### config.mk
export PLATFORM = sky130hd
export DESIGN_NAME = mips_instr_encoder
export DESIGN_NICKNAME = d
export VERILOG_FILES = /design/src/rtl/mips_instr_encoder.sv
export SDC_FILE = /design/constraint.sdc
export NUM_CORES = 1
export LEC_CHECK = 0
export CAP_MARGIN = 40
export CORE_ASPECT_RATIO = 1.2
export CORE_MARGIN = 10
export CORE_UTILIZATION = 35
export CTS_BUF_LIST = sky130_fd_sc_hd__clkbuf_4 sky130_fd_sc_hd__clkbuf_8
export DETAILED_ROUTE_END_ITERATION = 6
export SYNTH_ARGS = -nofsm -noshare
export SYNTH_HDL_FRONTEND = slang
export SYNTH_SLANG_ARGS = --single-unit
export TNS_END_PERCENT = 1
### constraint.sdc
create_clock -name clk -period 2.69 [get_ports clk]
set_input_delay 0.538 -clock clk [delete_from_list [all_inputs] [get_ports clk]]
set_output_delay 0.538 -clock clk [all_outputs]
set_load 0.01 [all_outputs]
### src/rtl/mips_instr_encoder.sv
// ============================================================================
//  Module   : mips_instr_encoder
//  Purpose  : Encodes compact instruction requests into 32-bit MIPS words and
//             streams them to sequential instruction-memory word addresses.
//             The li pseudo-op is expanded into lui+ori.
//  Config   : LI_SHORT_EN - when defined, li whose upper half is zero emits
//             only a single ori rt,$0,imm.
//  Revision : 1.0 - initial release
// ============================================================================
`default_nettype none

module mips_instr_encoder #(
    parameter int ADDR_W    = 8,
    parameter int BASE_ADDR = 0
) (
    input  logic              clk,
    input  logic              reset,
    input  logic              in_valid,
    output logic              in_ready,
    input  logic [3:0]        in_mnem,
    input  logic [4:0]        in_rs,
    input  logic [4:0]        in_rt,
    input  logic [4:0]        in_rd,
    input  logic [4:0]        in_shamt,
    input  logic [31:0]       in_imm,
    output logic              out_valid,
    input  logic              out_ready,
    output logic [31:0]       out_word,
    output logic [ADDR_W-1:0] out_addr,
    output logic              err_out
);

    typedef enum logic [0:0] {
        S_IDLE = 1'b0,
        S_LI2  = 1'b1
    } state_t;

    state_t              r_state;
    state_t              w_state_next;
    logic                r_out_valid;
    logic [31:0]         r_out_word;
    logic [ADDR_W-1:0]   r_out_addr;
    logic                r_err;
    logic [31:0]         r_pend_word;

    logic [31:0]         w_word;
    logic [31:0]         w_pend;
    logic                w_illegal;
    logic                w_li_two;
    logic                w_in_ready;
    logic                w_accept;
    logic                w_out_hs;

    // Field encoder: unused fields are zeroed, never passed through.
    always_comb begin
        w_word    = 32'h0;
        w_pend    = {6'h0D, in_rt, in_rt, in_imm[15:0]};
        w_illegal = 1'b0;
        w_li_two  = 1'b0;
        case (in_mnem)
            4'h0: w_word = {6'h00, 5'd0, in_rt, in_rd, in_shamt, 6'h00};
            4'h1: w_word = {6'h00, 5'd0, in_rt, in_rd, in_shamt, 6'h02};
            4'h2: w_word = {6'h00, in_rs, in_rt, in_rd, 5'd0, 6'h20};
            4'h3: w_word = {6'h00, in_rs, in_rt, in_rd, 5'd0, 6'h22};
            4'h4: w_word = {6'h00, in_rs, in_rt, in_rd, 5'd0, 6'h24};
            4'h5: w_word = {6'h00, in_rs, in_rt, in_rd, 5'd0, 6'h25};
            4'h6: w_word = {6'h00, in_rs, in_rt, in_rd, 5'd0, 6'h2A};
            4'h7: w_word = {6'h08, in_rs, in_rt, in_imm[15:0]};
            4'h8: w_word = {6'h0A, in_rs, in_rt, in_imm[15:0]};
            4'h9: w_word = {6'h0C, in_rs, in_rt, in_imm[15:0]};
            4'hA: w_word = {6'h0D, in_rs, in_rt, in_imm[15:0]};
            4'hB: w_word = {6'h0F, 5'd0, in_rt, in_imm[15:0]};
            4'hC: w_word = {6'h04, in_rs, in_rt, in_imm[15:0]};
            4'hD: w_word = {6'h05, in_rs, in_rt, in_imm[15:0]};
            4'hE: begin
`ifdef LI_SHORT_EN
                if (in_imm[31:16] == 16'h0) begin
                    w_word = {6'h0D, 5'd0, in_rt, in_imm[15:0]};
                end else begin
                    w_word   = {6'h0F, 5'd0, in_rt, in_imm[31:16]};
                    w_li_two = 1'b1;
                end
`else
                w_word   = {6'h0F, 5'd0, in_rt, in_imm[31:16]};
                w_li_two = 1'b1;
`endif
            end
            default: w_illegal = 1'b1;
        endcase
    end

    always_comb begin
        w_state_next = r_state;
        w_in_ready   = !reset && (r_state == S_IDLE) && (!r_out_valid || out_ready);
        w_accept     = in_valid && w_in_ready;
        w_out_hs     = r_out_valid && out_ready;
        case (r_state)
            S_IDLE:  if (w_accept && w_li_two) w_state_next = S_LI2;
            S_LI2:   if (w_out_hs) w_state_next = S_IDLE;
            default: w_state_next = S_IDLE;
        endcase
    end

    always_ff @(posedge clk) begin
        if (reset) begin
            r_state <= S_IDLE;
        end else begin
            r_state <= w_state_next;
        end
    end

    always_ff @(posedge clk) begin
        if (reset) begin
            r_out_valid <= 1'b0;
            r_out_word  <= 32'h0;
            r_out_addr  <= ADDR_W'(BASE_ADDR);
            r_err       <= 1'b0;
            r_pend_word <= 32'h0;
        end else begin
            r_err <= w_accept && w_illegal;
            if (w_out_hs) begin
                r_out_addr <= r_out_addr + 1'b1;
            end
            // The ori half follows the lui handshake on the same edge, no bubble.
            if ((r_state == S_LI2) && w_out_hs) begin
                r_out_word  <= r_pend_word;
                r_out_valid <= 1'b1;
            end else if (w_accept && !w_illegal) begin
                r_out_word  <= w_word;
                r_out_valid <= 1'b1;
                if (w_li_two) begin
                    r_pend_word <= w_pend;
                end
            end else if (w_out_hs) begin
                r_out_valid <= 1'b0;
            end
        end
    end

    assign in_ready  = w_in_ready;
    assign out_valid = r_out_valid;
    assign out_word  = r_out_word;
    assign out_addr  = r_out_addr;
    assign err_out   = r_err;

endmodule

`default_nettype wire

==> key figures, run 1 <==
Outcome
  – Status: finished, final reports clean

Timing
  – Clk_skew: 0.01003 ns
  – Final Max Slew Viols: 0
  – Final Hold Viols: 0
  – Post-layout min period: 2.325 ns
  – Setup violators final: 0
  – Peak Freq: 0.4301 GHz
  – TNS Setup: 0 ns
  – Slew @ Worst Pin: 0.6216 ns
  – Final worst path period share: 0.8644
  – Worst slew margin: 0.5837
  – RSZ-0062 raised after global routing: no
  – Worst Hold Slack: 0.4564 ns

Logic synthesis
  – Top cell type by total area after synthesis: dfxtp_1
  – Synth top area share: 0.4218
  – Synth area leaders: dfxtp_1 42%, a21oi_1 7.9%, nand2_1 6.7%
  – Post-synth EDFFs: 0
  – Cell area after synthesis: 0.002990 mm²
  – Top-count cell post-synth: dfxtp_1
  – Most frequent cells after synthesis: 63 x dfxtp_1, 53 x nand2_1, 47 x a21oi_1, 21 x nand3_1, 18 x o21ai_0
  – Sequential area share after synthesis: 0.4218
  – Yosys cell types: 53
  – Number of synthesized register bits: 63
  – Post-Synthesis Cells: 361
  – Yosys Warn Count: 0
  – Top FF cell, synth: dfxtp_1
  – Post-synthesis async set-or-reset flop share: 0
  – Avg Cell Area, Syn: 8.284 µm²

Global routing
  – Pin count of the biggest net entering global routing: 49
  – Tot GR Track Use: 0.1554
  – Vias in the first global route: 3079
  – Initial antenna violation count: 0
  – Total global routing overflow: 0
  – First-pass GRT wire length: 16150 µm

CTS
  – Post-cts hold buffer count: 0
  – CTS tree: yes
  – Insertion delay to the later sink of the worst-skew pair: 0.34 ns
  – Htree depth: 3
  – CTS Buf Count: 9
  – Resize count post-CTS: 0
  – CTS Buffer Depth: 2
  – Root buf cell: clkbuf_8
  – Clock sinks: 63
  – Number of post-CTS setup repair buffers: 0
  – CTS clk-pin slew, worst paths: roughly 0.060 ns

Place
  – Detailed Place HPWL: 7315 µm
  – Placer's final routability congestion estimate: 0.8454
  – Placed Cells: around 560
  – Area post-placement: roughly 0.0041 mm²
  – PortBufs: 100

Flow run
  – Max cap viols: 0

Final layout
  – Multi-input logic area: 0.001545 mm²
  – Post-route cell area: 0.004297 mm²
  – Layout cells sized above 1: 0.09677
  – Layout Nets: about 520
  – N_diodes: 0
  – Reg area: between 0.001 and 0.0015 mm²
  – Layout area overhead: 43.68%
  – Post-route insts no fill: 579
  – Fill count: 820

Critical path
  – Startpoint Class: input port
  – Worst endpoint required time: 2.15 ns
  – Max FO, Critical Path: 2
  – Setup CP Type: in2out
  – Setup crit end kind: output pin
  – WP data arrival: 1.79 ns

Routing
  – First drt pass iteration count: 6
  – Post-DR wirelength/cell: ~17 µm
  – Final WL: around 10000 µm
  – Vias post-DR: 3118
  – Drc violations: 0
  – Initial DRC Count: 159
  – Via density: around 5.4
  – Antenna Nets Post-Route: 0

Power and ir drop
  – IR drop worst, VDD: 0.3296 mV
  – Pwr dens: 481.2 mW/mm²
  – Pleak: 1.516 nW
  – Post-route total power: 2.068 mW

Floorplanning
  – Die area: 0.01266 mm²
  – Initial Util: 0.3628
  – DIE WIDTH: 104.4 µm
  – Height of the die: 121.3 µm
  – Core area: a little over 0.008 mm²
  – I/O Pins: 103
  – Rows: 36

Worst hold path
  – Hold crit path type: reg2reg
-- registers in the layout, indices dropped and copies added, names as in the netlist --
register / flops
r_state: 1
r_pend_word: 22
out_addr: 8
out_valid: 1
out_word: 30
err_out: 1
-- worst max-delay path, cell delays in order --
cell and delay [ns]:
clkdlybuf4s50_1 0.47, nand2b_1 0.12, and2_1 0.12, clkdlybuf4s50_1 0.53
-- per-stage QoR --
stage / util / worst slack (ns)
after floorplan: - / 0.9395
after global placement: 0.5002 / 0.2588
after detailed placement: 0.5002 / 0.2316
after CTS: 0.5213 / 0.3461
after global routing: 0.5213 / 0.2907
final: 0.5213 / 0.3649
-- power breakdown --
group	switching, mW	internal, mW
Combinational	0.159	0.193
Sequential	0.0189	0.963
Clock	0.379	0.354
Total	0.557	1.51
-- logic make-up (layout without fill, tap and decap cells) --
kind of cell    Yosys count  after routing  share of synthesized area
mux                       1              1                   0.003347
fa+ha+maj                 1              1                   0.004183
flops                    63             63                     0.4218
xor+xnor                  7              7                    0.02050
other cells               1              2                   0.001254
simple gates            133            133                     0.2218
compound gates          118            118                     0.2645
buf+inv                  37            140                    0.06276
-- routing by layer --
layer | share of wire | up-vias | track usage
met5 | 0 | - | 0
met4 | 0.011 | 0 | 0.04617
met3 | 0.064 | 10 | 0.04623
met2 | 0.50 | 108 | 0.2622
met1 | 0.43 | 1476 | 0.1865
li1 | - | 1524 | -
-- placed cells by master (no fill, tap or decap), types with 3 or more instances in the layout --
master,synthesis,final
dfxtp_1,63,63
a2bb2oi_1,3,3
nand3_1,21,21
a221oi_1,5,5
o21ai_0,18,18
a32oi_1,3,3
clkdlybuf4s50_1,0,99
a31oi_1,6,6
xor2_1,4,4
xnor2_1,3,3
inv_1,4,4
nor3_1,3,3
nand2b_1,8,8
clkinv_2,0,4
buf_4,4,19
a222oi_1,5,5
a22oi_1,13,13
clkbuf_8,0,10
and3_1,9,9
nor2_1,15,15
nand2_1,53,53
nand4_1,10,10
a21oi_1,47,47
a221o_1,3,3
-- worst paths after layout --
kind | from | to | slack [ns] | cells past startpoint
worst max-delay path | out_ready | in_ready | 0.36 | 4
worst min register to register | r_pend_word[6] | r_pend_word[6] | 0.46 | 2
worst max register to register | out_valid | out_word[1] | 1.09 | 5
worst min-delay path | r_pend_word[6] | r_pend_word[6] | 0.46 | 2
-- area by class of cell --
| class | instances | area share |
|---|---|---|
| Multi-Input combinational cell | 262 | 0.3596 |
| Sequential cell | 63 | 0.2935 |
| Timing Repair Buffer | 120 | 0.2697 |
| Tap cell | 114 | 0.03320 |
| Clock buffer | 10 | 0.03203 |
| Clock inverter | 6 | 0.008445 |
| Inverter | 4 | 0.003494 |
Power figures use the tool's default switching activity.
==> run 2: changes to the inputs <==
--- a/config.mk
+++ b/config.mk
@@ -11,6 +11,7 @@
 export CORE_UTILIZATION = 35
 export CTS_BUF_LIST = sky130_fd_sc_hd__clkbuf_4 sky130_fd_sc_hd__clkbuf_8
 export DETAILED_ROUTE_END_ITERATION = 6
+export GPL_TIMING_DRIVEN = 0
 export SYNTH_ARGS = -nofsm -noshare
 export SYNTH_HDL_FRONTEND = slang
 export SYNTH_SLANG_ARGS = --single-unit
==> run 2 against run 1 <==
Non-clock buffer count up 11. Sequential cell count did not move. Clock power increased by 24%. Maximum frequency down 9.3%. Wire length grew 4.3%. Total power up 8.6%. Count of clock-buffer cells in the layout did not move. Global-route usage grew 0.73 points. Die area unchanged.
==> key figures, run 2 (synthesis results as in run 1) <==
Power and ir drop
  – Sw frac: 0.2520 (-0.01764)
  – Pleak: 1.528 nW (+0.81%)
  – IR drop worst, VDD: 0.2947 mV (-11%)
  – Switch Pwr: 565.8 µW (+1.5%)
  – Part of the power in combinational logic: 0.157 (-0.014)
  – Pwr dens: 517.9 mW/mm² (+7.6%)
  – Pint: 1.680 mW (+11%)
  – Power share of the clock group: 0.406 (+0.051)
  – Seq pwr share: 0.437 (-0.038)

Place
  – DP Worst Slack: -0.02720 ns (-0.2588 ns)
  – Detailed Place HPWL: 7866 µm (+7.5%)
  – Placer's final routability congestion estimate: 0.8610 (+1.8%)
  – PortBufs: 98 (-2.0%)
  – Area post-placement: 0.004118 mm² (-0.12%)
  – Placed Cells: 574 (+2.0%)

CTS
  – Clock sinks: 63 (unchanged)
  – Resize count post-CTS: 1 (+1)
  – CTS tree: yes
  – CTS Buffer Depth: 2 (unchanged)
  – Number of post-CTS setup repair buffers: 0 (unchanged)
  – Insertion delay to the later sink of the worst-skew pair: 0.34 ns (about the same)
  – CTS clk-pin slew, worst paths: 0.07 ns (about the same)
  – Post-cts hold buffer count: 0 (unchanged)
  – Htree depth: 3 (unchanged)
  – Root buf cell: clkbuf_8
  – CTS Buf Count: 9 (unchanged)

Final layout
  – Reg area: 0.001261 mm² (unchanged)
  – Fill count: 817 (-0.37%)
  – Post-layout util: 0.5260 (+0.004705)
  – Most frequent cells in the layout: 97 x clkdlybuf4s50_1, 63 x dfxtp_1, 53 x nand2_1
  – Layout Nets: 532 (+2.1%)
  – Commonest non-fill, non-tap cell in the layout: clkdlybuf4s50_1
  – Layout area overhead: 44.98%
  – Post-route insts no fill: 590 (+1.9%)
  – Max FFs per register: 30 (unchanged)
  – Layout cells sized above 1: 0.09664 (-0.0001355)
  – Multi-input logic area: 0.001548 mm² (+0.16%)
  – Post-route cell area: 0.004335 mm² (+0.90%)
  – N_diodes: 0 (unchanged)

Floorplanning
  – Core area: 0.008243 mm² (unchanged)
  – DIE WIDTH: 104.4 µm (unchanged)
  – Height of the die: 121.3 µm (unchanged)
  – I/O Pins: 103 (unchanged)
  – Die area: 0.01266 mm² (unchanged)
  – Rows: 36 (unchanged)
  – Initial Util: 0.3628 (unchanged)

Global routing
  – Vias in the first global route: 3253 (+5.7%)
  – Initial antenna violation count: 0 (unchanged)
  – Pin count of the biggest net entering global routing: 12 (-76%)
  – First-pass GRT wire length: 16700 µm (+3.4%)
  – Total global routing overflow: 0 (unchanged)
  – Tot GR Track Use: 0.1627 (+0.007309)

Critical path
  – Setup CP Type: in2out
  – Critical path's largest stage delay: 0.53 ns (about the same)
  – WP data arrival: 2.03 ns (+0.24 ns)
  – Setup crit end kind: output pin
  – Critical path's slowest cell: clkdlybuf4s50_1
  – Startpoint Class: input port
  – Crit path cell chain: clkdlybuf4s50_1, nor2_2, and2_1, clkdlybuf4s50_1
  – Critical path's most frequent cell: clkdlybuf4s50_1
  – Max FO, Critical Path: 7 (+5)
  – Worst endpoint required time: 2.15 ns (about the same)

Timing
  – Post-layout min period: 2.564 ns (+0.2385 ns)
  – Setup violators final: 0 (unchanged)
  – RSZ-0062 raised after global routing: no
  – Final Max Slew Viols: 0 (unchanged)
  – Final worst path period share: 0.9530 (+0.08867)
  – Final Hold Viols: 0 (unchanged)
  – Worst slew margin: 0.5564 (-0.02726)
  – Slew @ Worst Pin: 0.6623 ns (+0.04070 ns)
  – Peak Freq: 0.3901 GHz (-9.3%)
  – Worst setup margin: 0.1263 ns (-0.2385 ns)
  – Clk_skew: 0.005402 ns (-0.004630 ns)

Routing
  – Post-DR wirelength/cell: 17.72 µm (+2.4%)
  – Initial DRC Count: 184 (+16%)
  – First drt pass iteration count: 5 (-1)
  – Drc violations: 0 (unchanged)
  – Vias post-DR: 3139 (+0.67%)
  – Via density: 5.320 (-1.2%)
  – Final WL: 10450 µm (+4.3%)
  – Antenna Nets Post-Route: 0 (unchanged)

Flow run
  – Max cap viols: 0 (unchanged)

Outcome
  – Status: finished, final reports clean

Worst hold path
  – Hold crit path type: reg2reg
[run 2: cell count changes in the layout (fill, tap and decap cells not counted), moves of 2 or more]
cell | previous run | this run
buf_4 | 19 | 4
buf_2 | 1 | 15
clkbuf_1 | 0 | 9
buf_1 | 0 | 3
buf_6 | 0 | 2
bufinv_16 | 0 | 2
clkdlybuf4s50_1 | 99 | 97
clkinv_2 | 4 | 2
[run 2: layout make-up]
| class | count | area share |
|---|---|---|
| inverters | 4 | 0.003463 |
| well taps | 114 | 0.03290 |
| clock buffers | 10 | 0.03030 |
| multi-input cells | 262 | 0.3570 |
| plain buffers | 33 | 0.03983 |
| clock inverters | 6 | 0.01962 |
| flip-flops and latches | 63 | 0.2909 |
| repair buffers | 98 | 0.2260 |
[run 2: power by group through the flow]
stage	clock, mW	sequential (mW)	combinational [mW]
2_1_floorplan	0	1.01	0.139
3_3_place_gp	0	1.00	0.352
3_5_place_dp	0	1.00	0.354
4_1_cts	0.921	0.981	0.354
5_1_grt	0.967	0.985	0.382
6_report	0.911	0.981	0.353
[run 2: path summary, 6_finish.rpt]
kind / start / cells after the start / slack, ns / endpoint
worst min register to register: r_pend_word[12] / 2 / 0.46 / r_pend_word[12]
worst max-delay path: reset / 4 / 0.13 / in_ready
worst min-delay path: r_pend_word[12] / 2 / 0.46 / r_pend_word[12]
worst max register to register: out_valid / 5 / 0.84 / out_word[28]
[run 2: through the flow]
stage | TNS, ns | hold WS (ns) | total power [mW]
after floorplan | 0 | 0.4319 | 1.152
after global placement | -0.01180 | 0.4416 | 1.355
after detailed placement | -0.02720 | 0.4455 | 1.356
after CTS | 0 | 0.4553 | 2.257
after global routing | 0 | 0.4796 | 2.333
final | 0 | 0.4558 | 2.245
[run 2: metal layers]
metal	track usage	wire, µm	vias up
met4	0.05575	128	0
met2	0.2772	5089	100
met3	0.04995	620	11
li1	-	-	1547
met5	0	0	-
met1	0.1896	4615	1481
[run 2: worst max-delay path: cells and delay by family]
| kind | cells | cell delay (ns) |
|---|---|---|
| buffers and inverters | 2 | 1.04 |
| AND/OR/NAND/NOR | 2 | 0.44 |
